File: config.mk
export PLATFORM = sky130hd
export DESIGN_NAME = handshake_interconnect
export DESIGN_NICKNAME = d
export VERILOG_FILES = /design/src/rtl/handshake_interconnect_pkg.sv /design/src/rtl/region_decoder.sv /design/src/rtl/handshake_interconnect.sv
export SDC_FILE = /design/constraint.sdc
export NUM_CORES = 1
export LEC_CHECK = 0
export ABC_AREA = 1
export BUFFER_PORTS_ARGS = -buffer_cell sky130_fd_sc_hd__buf_4
export CORE_AREA = 3 3 264 266
export DETAILED_ROUTE_END_ITERATION = 6
export DIE_AREA = 0 0 267 269
export GPL_TIMING_DRIVEN = 0
export HOLD_SLACK_MARGIN = 0.02
export PLACE_DENSITY = 0.59
export SETUP_SLACK_MARGIN = 0.3
export SLEW_MARGIN = 20
export SYNTH_ARGS = -nofsm -noshare
export SYNTH_HDL_FRONTEND = slang
export SYNTH_HIERARCHICAL = 1
export SYNTH_SLANG_ARGS = --single-unit
File: constraint.sdc
create_clock -name clk -period 4.8 [get_ports clk]
set_clock_uncertainty 0.1 [all_clocks]
set_input_delay 1.44 -clock clk [delete_from_list [all_inputs] [get_ports clk]]
set_output_delay 1.44 -clock clk [all_outputs]
set_load 0.005 [all_outputs]
File: src/rtl/handshake_interconnect_pkg.sv
// Shared types for the single-master handshake interconnect: FSM states and
// fault cause codes reported on err_cause.
package handshake_interconnect_pkg;

  typedef enum logic [1:0] {
    IDLE = 2'd0,
    WAIT = 2'd1,
    RESP = 2'd2
  } state_e;

  typedef enum logic [1:0] {
    ERR_NONE     = 2'd0,
    ERR_UNMAPPED = 2'd1,
    ERR_RO_WRITE = 2'd2,
    ERR_TIMEOUT  = 2'd3
  } err_cause_e;

endpackage

File: src/rtl/region_decoder.sv
// Combinational address decoder: finds the lowest-indexed region whose
// [base, end) window contains the address and reports its index and base.
module region_decoder #(
  parameter int REGIONS = 5,
  parameter int ADDR_W  = 32,
  parameter int IDX_W   = (REGIONS > 1) ? $clog2(REGIONS) : 1
) (
  input  logic [ADDR_W-1:0]         addr,
  input  logic [REGIONS*ADDR_W-1:0] region_base,
  input  logic [REGIONS*ADDR_W-1:0] region_end,
  output logic                      hit,
  output logic [IDX_W-1:0]          index,
  output logic [ADDR_W-1:0]         base
);

  always_comb begin
    hit   = 1'b0;
    index = '0;
    base  = '0;
    // Scan from the top down so the lowest hitting index overrides on overlap.
    for (int i = REGIONS - 1; i >= 0; i--) begin
      if ((addr >= region_base[i*ADDR_W +: ADDR_W]) &&
          (addr <  region_end[i*ADDR_W +: ADDR_W])) begin
        hit   = 1'b1;
        index = IDX_W'(i);
        base  = region_base[i*ADDR_W +: ADDR_W];
      end
    end
  end

endmodule

File: src/rtl/handshake_interconnect.sv
// Single-master, N-slave interconnect: decodes the master address, issues a
// one-cycle slave request, waits for ack with a watchdog and returns a response.
module handshake_interconnect
  import handshake_interconnect_pkg::*;
#(
  parameter int                 REGIONS = 5,
  parameter int                 ADDR_W  = 32,
  parameter int                 DATA_W  = 32,
  parameter logic [REGIONS-1:0] RO_MASK = 5'b11001,
  parameter int                 TIMEOUT = 64
) (
  input  logic                      clk,
  input  logic                      reset,
  input  logic                      req_m,
  input  logic                      we_m,
  input  logic [ADDR_W-1:0]         addr_m,
  input  logic [DATA_W-1:0]         wd_m,
  output logic [DATA_W-1:0]         rd_m,
  output logic                      rvalid_m,
  output logic                      err_m,
  input  logic [REGIONS*ADDR_W-1:0] region_base,
  input  logic [REGIONS*ADDR_W-1:0] region_end,
  output logic [REGIONS-1:0]        req_s,
  output logic                      we_s,
  output logic [ADDR_W-1:0]         addr_s,
  output logic [DATA_W-1:0]         wd_s,
  input  logic [REGIONS*DATA_W-1:0] rd_s,
  input  logic [REGIONS-1:0]        ack_s,
  output logic [ADDR_W-1:0]         err_addr,
  output logic [1:0]                err_cause
);

  localparam int IDX_W = (REGIONS > 1) ? $clog2(REGIONS) : 1;
  localparam int TMR_W = $clog2(TIMEOUT);

  state_e             state_q, state_d;
  err_cause_e         err_cause_q, err_cause_d;
  logic [IDX_W-1:0]   sel_q, sel_d;
  logic [TMR_W-1:0]   timer_q, timer_d;
  logic [REGIONS-1:0] req_s_q, req_s_d;
  logic               we_s_q, we_s_d;
  logic [ADDR_W-1:0]  addr_s_q, addr_s_d;
  logic [DATA_W-1:0]  wd_s_q, wd_s_d;
  logic [DATA_W-1:0]  rd_q, rd_d;
  logic               err_q, err_d;
  logic [ADDR_W-1:0]  err_addr_q, err_addr_d;
  logic [ADDR_W-1:0]  cap_addr_q, cap_addr_d;

  logic               dec_hit;
  logic [IDX_W-1:0]   dec_idx;
  logic [ADDR_W-1:0]  dec_base;

  region_decoder #(
    .REGIONS (REGIONS),
    .ADDR_W  (ADDR_W),
    .IDX_W   (IDX_W)
  ) u_region_decoder (
    .addr        (addr_m),
    .region_base (region_base),
    .region_end  (region_end),
    .hit         (dec_hit),
    .index       (dec_idx),
    .base        (dec_base)
  );

  always_comb begin
    state_d     = state_q;
    sel_d       = sel_q;
    timer_d     = timer_q;
    req_s_d     = '0;
    we_s_d      = 1'b0;
    addr_s_d    = addr_s_q;
    wd_s_d      = wd_s_q;
    rd_d        = rd_q;
    err_d       = err_q;
    err_addr_d  = err_addr_q;
    err_cause_d = err_cause_q;
    cap_addr_d  = cap_addr_q;

    case (state_q)
      IDLE: begin
        if (req_m) begin
          if (dec_hit && !(we_m && RO_MASK[dec_idx])) begin
            sel_d            = dec_idx;
            req_s_d[dec_idx] = 1'b1;
            we_s_d           = we_m;
            wd_s_d           = wd_m;
            addr_s_d         = addr_m - dec_base;
            cap_addr_d       = addr_m;
            timer_d          = '0;
            state_d          = WAIT;
          end else begin
            rd_d        = '0;
            err_d       = 1'b1;
            err_addr_d  = addr_m;
            err_cause_d = dec_hit ? ERR_RO_WRITE : ERR_UNMAPPED;
            state_d     = RESP;
          end
        end
      end
      WAIT: begin
        // An ack in the final watchdog cycle still completes normally.
        if (ack_s[sel_q]) begin
          rd_d    = rd_s[int'(sel_q)*DATA_W +: DATA_W];
          err_d   = 1'b0;
          state_d = RESP;
        end else if (timer_q == TMR_W'(TIMEOUT - 1)) begin
          rd_d        = '0;
          err_d       = 1'b1;
          err_addr_d  = cap_addr_q;
          err_cause_d = ERR_TIMEOUT;
          state_d     = RESP;
        end else begin
          timer_d = timer_q + 1'b1;
        end
      end
      RESP:    state_d = IDLE;
      default: state_d = IDLE;
    endcase
  end

  always_ff @(posedge clk) begin
    if (reset) begin
      state_q     <= IDLE;
      sel_q       <= '0;
      timer_q     <= '0;
      req_s_q     <= '0;
      we_s_q      <= 1'b0;
      addr_s_q    <= '0;
      wd_s_q      <= '0;
      rd_q        <= '0;
      err_q       <= 1'b0;
      err_addr_q  <= '0;
      err_cause_q <= ERR_NONE;
      cap_addr_q  <= '0;
    end else begin
      state_q     <= state_d;
      sel_q       <= sel_d;
      timer_q     <= timer_d;
      req_s_q     <= req_s_d;
      we_s_q      <= we_s_d;
      addr_s_q    <= addr_s_d;
      wd_s_q      <= wd_s_d;
      rd_q        <= rd_d;
      err_q       <= err_d;
      err_addr_q  <= err_addr_d;
      err_cause_q <= err_cause_d;
      cap_addr_q  <= cap_addr_d;
    end
  end

  assign rd_m      = rd_q;
  assign rvalid_m  = (state_q == RESP);
  assign err_m     = err_q;
  assign req_s     = req_s_q;
  assign we_s      = we_s_q;
  assign addr_s    = addr_s_q;
  assign wd_s      = wd_s_q;
  assign err_addr  = err_addr_q;
  assign err_cause = err_cause_q;

endmodule

==> summary.md, run 1 <==
The synthesized design contains 0 enable-type register cells. Relative to the synthesized area, the layout overhead comes to 53.9%. Counting every instance in the synthesized netlist gives 3363. The highest net fanout along the worst path works out to 12.

For the number of I/O pins, the log shows 691. Buffers inserted during clock tree synthesis total 17. The number of nets with antenna violations after routing was 0; the final hold violation count was 0. The flow ran to the end, and the final reports show no timing, DRC or antenna violations.

For the total count of max-transition violations in the final report, the log shows 0. For this run the aggregate overflow at the end of global routing stands at 0. In the final layout, the multi-input gates occupy 16100 um2.

Max-cap violations in this run came to 0. After synthesis, the share of flip-flops with an asynchronous set or reset is 0%. The tools report the highest ir drop seen on vdd as 0.240 mV. Detailed placement finished with a half-perimeter wire length of 79600 um.

The worst hold slack after final layout is 0.353 ns, and the clock latency at the later pin of the worst-skew pair is 0.45 ns. The total wire length was 99900 um. For flop-to-flop paths, the worst setup slack is 2.41 ns. The number of DRC markers after the initial detailed-route iteration is 1306, and the total number of clock tree sinks is 180.

Yosys attributes the largest share of cell area to ha_1 22%, nand2_1 19%, dfxtp_1 18%. The congestion estimate from routability-driven global placement came to 0.951. STA classifies the critical path endpoint as a register.

After floorplanning, the core was sized to cover 67300 um2. For the worst setup path, the data arrival time is 5.03 ns. The share of post-route cells with drive strength above 1 is 32.9%. Ranked by instance count, the synthesized netlist is headed by 1045 x nand2_1, 578 x inv_1, 347 x ha_1, 283 x nor2_1, 215 x a21oi_1. The run gives 95 as the row count. Of the post-synthesis cell area, the dominant cell type holds 21.5%. The tools report the hold-fix buffer count after cts as 0. Summed over all cells, the static leakage comes to 0.0168 uW.

The number of unique standard cell types used by synthesis was 50; the sequential fraction of the synthesis area was 17.9%. The run gives 7059 as the filler cell count. The cell with the most instances after synthesis is nand2_1. The critical path launch point type is an input pin.

For this run, design rule violations remaining after detail routing come to 0. The run gives 139000 um as the wire length of the first global-routing pass. The kind of critical path is input pin to register. Most used flip-flop cell after synthesis: dfxtp_1.

For this block, the via count after detailed routing is 24427. The minimum clock period after layout works out to 4.78 ns. In the final design database the tool counted 5068 nets. The maximum achievable frequency came out at 209 MHz.

Summing all flip-flop and latch instances after layout gives 3600 um2. The longest clock path from root to sink contains 2 buffers. Setup repair after global routing could not meet its margin everywhere.

Dividing the detail-routed wire length by the instance count gives 19.7 um. The run gives 46.8% as the headroom to the max-slew limit. The part of the cycle the worst path needs was 99.7%. The cell sitting at the root of the clock tree is a clkbuf_16. The starting density of the core was 30.0%.

The biggest area contributor in the post-synthesis netlist is ha_1. The run gives 5 as the detailed-router iteration count before antenna repair. CTS built an H-tree with a depth of 4. The initial antenna violation count came out at 11. Cells fill 46.2% of the core in the end. When the netlist entered floorplanning its net count stood at 4264. TritonCTS built the clock tree.

Power spread over the standard cell area amounts to 279 nW/um2. After layout, the design draws a total of 8670 uW. For the worst setup path, the data required time is 5.05 ns. In this run the cell area of the synthesized design comes to 20200 um2.

The die covers 71800 um2. Worst min-delay path class: register to register. The via-per-instance ratio was 4.83; the post-synthesis area per instance was 6.00 um2.

The die height was 269 um; the actual slew at the worst max-slew pin was 0.790 ns. In this run, synthesis produced a sequential element count of 180. Measured along the x axis, the die boundary spans 267 um. The total track usage was 25.7%; the count of input and output buffers was 689. The setup violation total in the final timing report is 0, and the register clock-pin slew on the reported worst setup and hold paths is 0.08 ns.

Yosys printed 6 warnings. Entering global routing, the biggest net connects 24 pins. The run gives 23078 as the via count of the first global-routing pass.
## area by class of cell
type | count | share of cell area (%)
clock buffer | 17 | 1.37
inverter | 593 | 7.39
tap | 873 | 3.52
multi-input combinational | 2485 | 51.8
clock inverter | 15 | 0.725
antenna | 8 | 0.0644
buffer | 106 | 2.84
timing repair inverter | 2 | 0.0564
sequential | 180 | 11.6
timing repair buffer | 782 | 20.6
## routing by layer
layer	track usage, %	vias to the layer above	part of all wire (%)
li1	-	12325	-
met1	28.8	11152	39
met2	48.2	798	51
met3	5.49	144	6.5
met4	8.74	8	3.7
met5	0	-	0.056
## worst paths after layout
| check | endpoint | from | cells past startpoint |
|---|---|---|---|
| max | addr_s[22] | addr_m[18] | 28 |
| max reg2reg | rd_m[2] | sel_q[0] | 9 |
| min | wd_s[31] | wd_s[31] | 2 |
| min reg2reg | wd_s[31] | wd_s[31] | 2 |
## cells in the final DEF (no fill, tap or decap), drive strengths merged, types with 4 or more instances in the layout
cell type / count
nor3: 25
a22oi: 20
clkinv: 9
diode: 8
o21ai: 213
a21o: 7
nor2: 288
nand4: 24
nor4: 4
nand2: 1050
nand3: 223
o21bai: 5
xnor2: 5
a31oi: 4
o22ai: 15
o211ai: 9
ha: 347
a21oi: 217
xor2: 5
buf: 843
o21a: 6
inv: 600
clkbuf: 61
dfxtp: 180
## through the flow
| step | setup WS, ns | instances | cell area, um2 | setup TNS [ns] |
|---|---|---|---|---|
| finish | 0.0162 | 5061 | 31100 | 0 |
| global route | -0.148 | 5058 | 31100 | -0.551 |
| CTS | 0.159 | 5003 | 28700 | 0 |
| detailed placement | -1.66 | 4925 | 26400 | -260.88 |
| global placement | -1.66 | 4925 | 26400 | -261.21 |
| floorplan | 0.302 | 3363 | 20200 | 0 |
## flip-flops by register name, summed over array words and instances (netlist names), 2 cells and up
signal and count:
addr_s 32, cap_addr_q 32, err_addr 32, err_cause 2, rd_m 32, req_s 5
sel_q 3, state_q 2, timer_q 6, wd_s 32
## logic make-up after synthesis
group	Yosys count	share of synthesized area, %
fa+ha+maj	348	21.6
xor+xnor	10	0.434
buf+inv	699	13.8
simple gates	1623	32.9
flops	180	17.9
compound gates	503	13.4
## critical path, cell delays in order
cell and delay, ns:
buf_4 0.21, ha_1 0.31, nand2_1 0.08, o21a_1 0.19, o21bai_1 0.29, a31oi_4 0.22, nand3_4 0.16, buf_12 0.16
clkinv_8 0.09, clkbuf_16 0.16, nand2_1 0.07, nand2_2 0.07, nand2_1 0.05, nand3_1 0.06, nand2_1 0.09, inv_2 0.06
ha_4 0.31, nand2_4 0.08, inv_4 0.08, nand2_4 0.05, nor3_2 0.22, nand2_2 0.10, nand2_4 0.14, nand2_2 0.08
nand2_1 0.06, nand2_1 0.06, nand3_2 0.08, nand2_1 0.05
## power by group
group	switching (uW)	leakage, uW	internal (uW)
Sequential	145	0.00147	1750
Combinational	2970	0.0150	2270
Clock	799	0.000313	742
Total	3910	0.0168	4760
## what timing repair did
item / CTS / global route
endpoints found under the hold margin: 0 / 0
gates resized for setup: 276 / 538
pin swaps: 35 / 163
endpoints found under the setup margin: 180 / 179
buffers inserted: 39 / 39
gates cloned: 7 / 11
Power figures use the tool's default switching activity.
==> run 2, diff against run 1 <==
--- a/config.mk
+++ b/config.mk
@@ -7,12 +7,12 @@
 export LEC_CHECK = 0
 export ABC_AREA = 1
 export BUFFER_PORTS_ARGS = -buffer_cell sky130_fd_sc_hd__buf_4
-export CORE_AREA = 3 3 264 266
+export CORE_AREA = 3 3 267 269
 export DETAILED_ROUTE_END_ITERATION = 6
-export DIE_AREA = 0 0 267 269
+export DIE_AREA = 0 0 270 272
 export GPL_TIMING_DRIVEN = 0
 export HOLD_SLACK_MARGIN = 0.02
-export PLACE_DENSITY = 0.59
+export PLACE_DENSITY = 0.57
 export SETUP_SLACK_MARGIN = 0.3
 export SLEW_MARGIN = 20
 export SYNTH_ARGS = -nofsm -noshare
==> run 2 against run 1 <==
  * Sequential cell count is the same
  * Non-clock buffer count stayed put
  * Clock power fell by 5%
  * Critical path depth decreased by 1
  * Setup slack improved by 0.18 ns
  * Fmax up 3.9%
==> summary.md, run 2 (same netlist as run 1, synthesis figures left out) <==
Via count of the routed design: 23940. The final layout contains routed wiring with a total length of 99300 um. The finished cells cover 31100 um2. The tightest min-delay check is of the register to register type. The switching share of total power came out at 44.4%. Dividing the detail-routed via count by the number of cells gives 4.68.

For this run, the post-layout net count is 5065. For the worst setup path, the data arrival time is 4.84 ns. In this run the standard cell core region covers 68800 um2. In the final timing run, aggregate negative setup slack is 0 ns. STA classifies the critical path endpoint as a register. Static timing analysis puts the maximum clock frequency at 217 MHz.

CTS placed an instance of clkbuf_16 at the clock tree root. The tools report the sequential fraction of design power as 22.8%. The cell family contributing the most delay on the critical path is simple AND/OR/NAND/NOR gates.

Tracing the worst setup path back leads to its startpoint at addr_m[24]. The most frequent standard cell in the layout excluding fill and tap cells is nand2_1. Counting cells, the worst reg-to-reg path comes to 9. Buffers placed on the I/O ports in this run total 689. The number of DRC violations after detailed routing is 0, and the final core utilization is 45.1%.

The row count is 96. The worst setup path is of the input pin to register kind. Routability-driven placement finished with a final weighted congestion of 0.954. The overall overflow remaining after global route is 0. For this design the ratio of total power to cell area is 267 nW/um2.

The hold-fix buffer count after cts is 0, and the via count of the first global-routing pass is 23398. Together, buffers and inverters on the worst path number 4. The later pin in the worst-skew pair is clocked with a latency of 0.45 ns. Subtracting the final worst setup slack from the clock period gives 4.60 ns.

TritonCTS built the clock tree. The tools report the number of DRC markers after the initial detailed-route iteration as 1133. The post-placement cell area is 26500 um2.

The initial antenna violation count is 16, and the number of nets with antenna violations after routing is 0. The average wire per standard cell was 19.4 um; the total track usage was 25.4%. In this run the horizontal extent of the chip is 270 um. The clock network power share is 17.6%, and the pin count of the biggest net entering global routing is 22. For the CTS buffer count, the log shows 17.

The design draws 8310 uW. The flow ran to the end, and the final reports show no timing, DRC or antenna violations. The logs give 691 for the number of I/O pins and 180 for the total number of clock tree sinks. The top cell types in the final layout, fill and taps aside, are 903 x nand2_1, 733 x buf_4, 523 x inv_1, 271 x ha_1, 234 x nor2_1. The actual slew at the worst max-slew pin is 0.626 ns, and the wire length of the first global-routing pass is 142000 um. The area growth from synthesis to layout is 53.9%.

The tools report the detailed placement HPWL as 81500 um. The initial utilization of the core area, before any placement, comes to 29.3%. The switching power was 3690 uW. Die height: 272 um. The logs give 0 for the total count of max-transition violations in the final report and 0 for the final hold violation count.

The worst reg-to-reg setup slack was 2.54 ns. The tool flagged a number of max-cap violations equal to 0. Following the worst setup path forward leads to its endpoint at addr_s[20].

In this run the critical register-to-register path is captured at rd_m[26]. Data on the critical path is required at its endpoint by 5.04 ns. The run gives 58.3% as the headroom to the max-slew limit. The critical path launch point type is an input pin. The static leakage came out at 0.0165 uW. Before antenna repair, the detailed router went through 7 iterations. The tools report the design internal power as 4610 uW. The largest individual stage delay along the critical path comes from the cell fa_2. Of all nets on the critical path, the largest fanout is 12.

The longest clock path from root to sink contains 2 buffers. In this design, the stage delay of the slowest critical-path cell is 0.37 ns. Share of post-route cells with drive strength above 1: 32.4%. The hold path startpoint is wd_s[1]. VDD sags by at most 0.232 mV.

Area enclosed by the die boundary: 73400 um2. Combinational logic burns 59.7% of the power. Clock-pin slew was measured on the worst setup and hold paths at 0.08 ns. Setup repair after global routing could not meet its margin everywhere.

The setup violation total in the final timing report was 0; the count of cell instances traversed by the critical path was 27. The worst path uses 95.9% of the clock period. The launch point of the worst reg-to-reg path was sel_q[0]. The tightest hold path in the finished design has a slack of 0.348 ns. The H-tree was split into 4 levels.
==> run 2: worst min path at each step <==
stage,end,slack [ns],depth (start not counted)
2_1_floorplan,cap_addr_q[0],0.33,2
3_3_place_gp,wd_s[29],0.33,2
3_5_place_dp,wd_s[11],0.33,2
4_1_cts,wd_s[5],0.35,2
5_1_grt,wd_s[25],0.37,2
6_report,wd_s[1],0.35,2
==> run 2: tightest hold or removal path, cell delays in order, from the launching register on <==
cell and delay (ns):
dfxtp_1 0.31, nand2_1 0.06, nand2_1 0.04
==> run 2: per-layer routing <==
| layer | track usage (%) | vias up | wire length (um) |
|---|---|---|---|
| met5 | 0 | - | 80 |
| met4 | 7.96 | 12 | 3310 |
| met3 | 6.55 | 130 | 7020 |
| met2 | 47.2 | 713 | 50000 |
| met1 | 28.2 | 10772 | 38900 |
| li1 | - | 12313 | - |
==> run 2: power groups by stage <==
stage	logic, uW	clock network, uW	registers [uW]
finish	4960	1460	1890
global route	5480	1570	1930
detailed placement	3890	0	1930
floorplan	2210	0	1920
CTS	4350	1510	1890
global placement	3880	0	1920
==> run 2: what timing repair did <==
item,4_1_cts,5_1_grt
pin swaps,45,125
setup buffers,39,46
cloned,3,5
setup endpoints to repair,180,180
gates resized for setup,294,440
==> run 2: layout make-up <==
cell class	instances	area [um2]
Clock inverter	15	193
Multi-Input combinational cell	2484	16100
Sequential cell	180	3600
Buffer	106	774
Clock buffer	17	425
Antenna cell	9	22.5
Inverter	593	2300
Fill cell	7309	37800
Timing Repair Buffer	782	6520
Tap cell	931	1160
==> run 2: through the flow <==
step | setup slack [ns] | cells
2_1_floorplan | 0.302 | 3363
3_3_place_gp | -1.77 | 4983
3_5_place_dp | -1.77 | 4983
4_1_cts | 0.180 | 5057
5_1_grt | 0.0138 | 5112
6_report | 0.197 | 5117
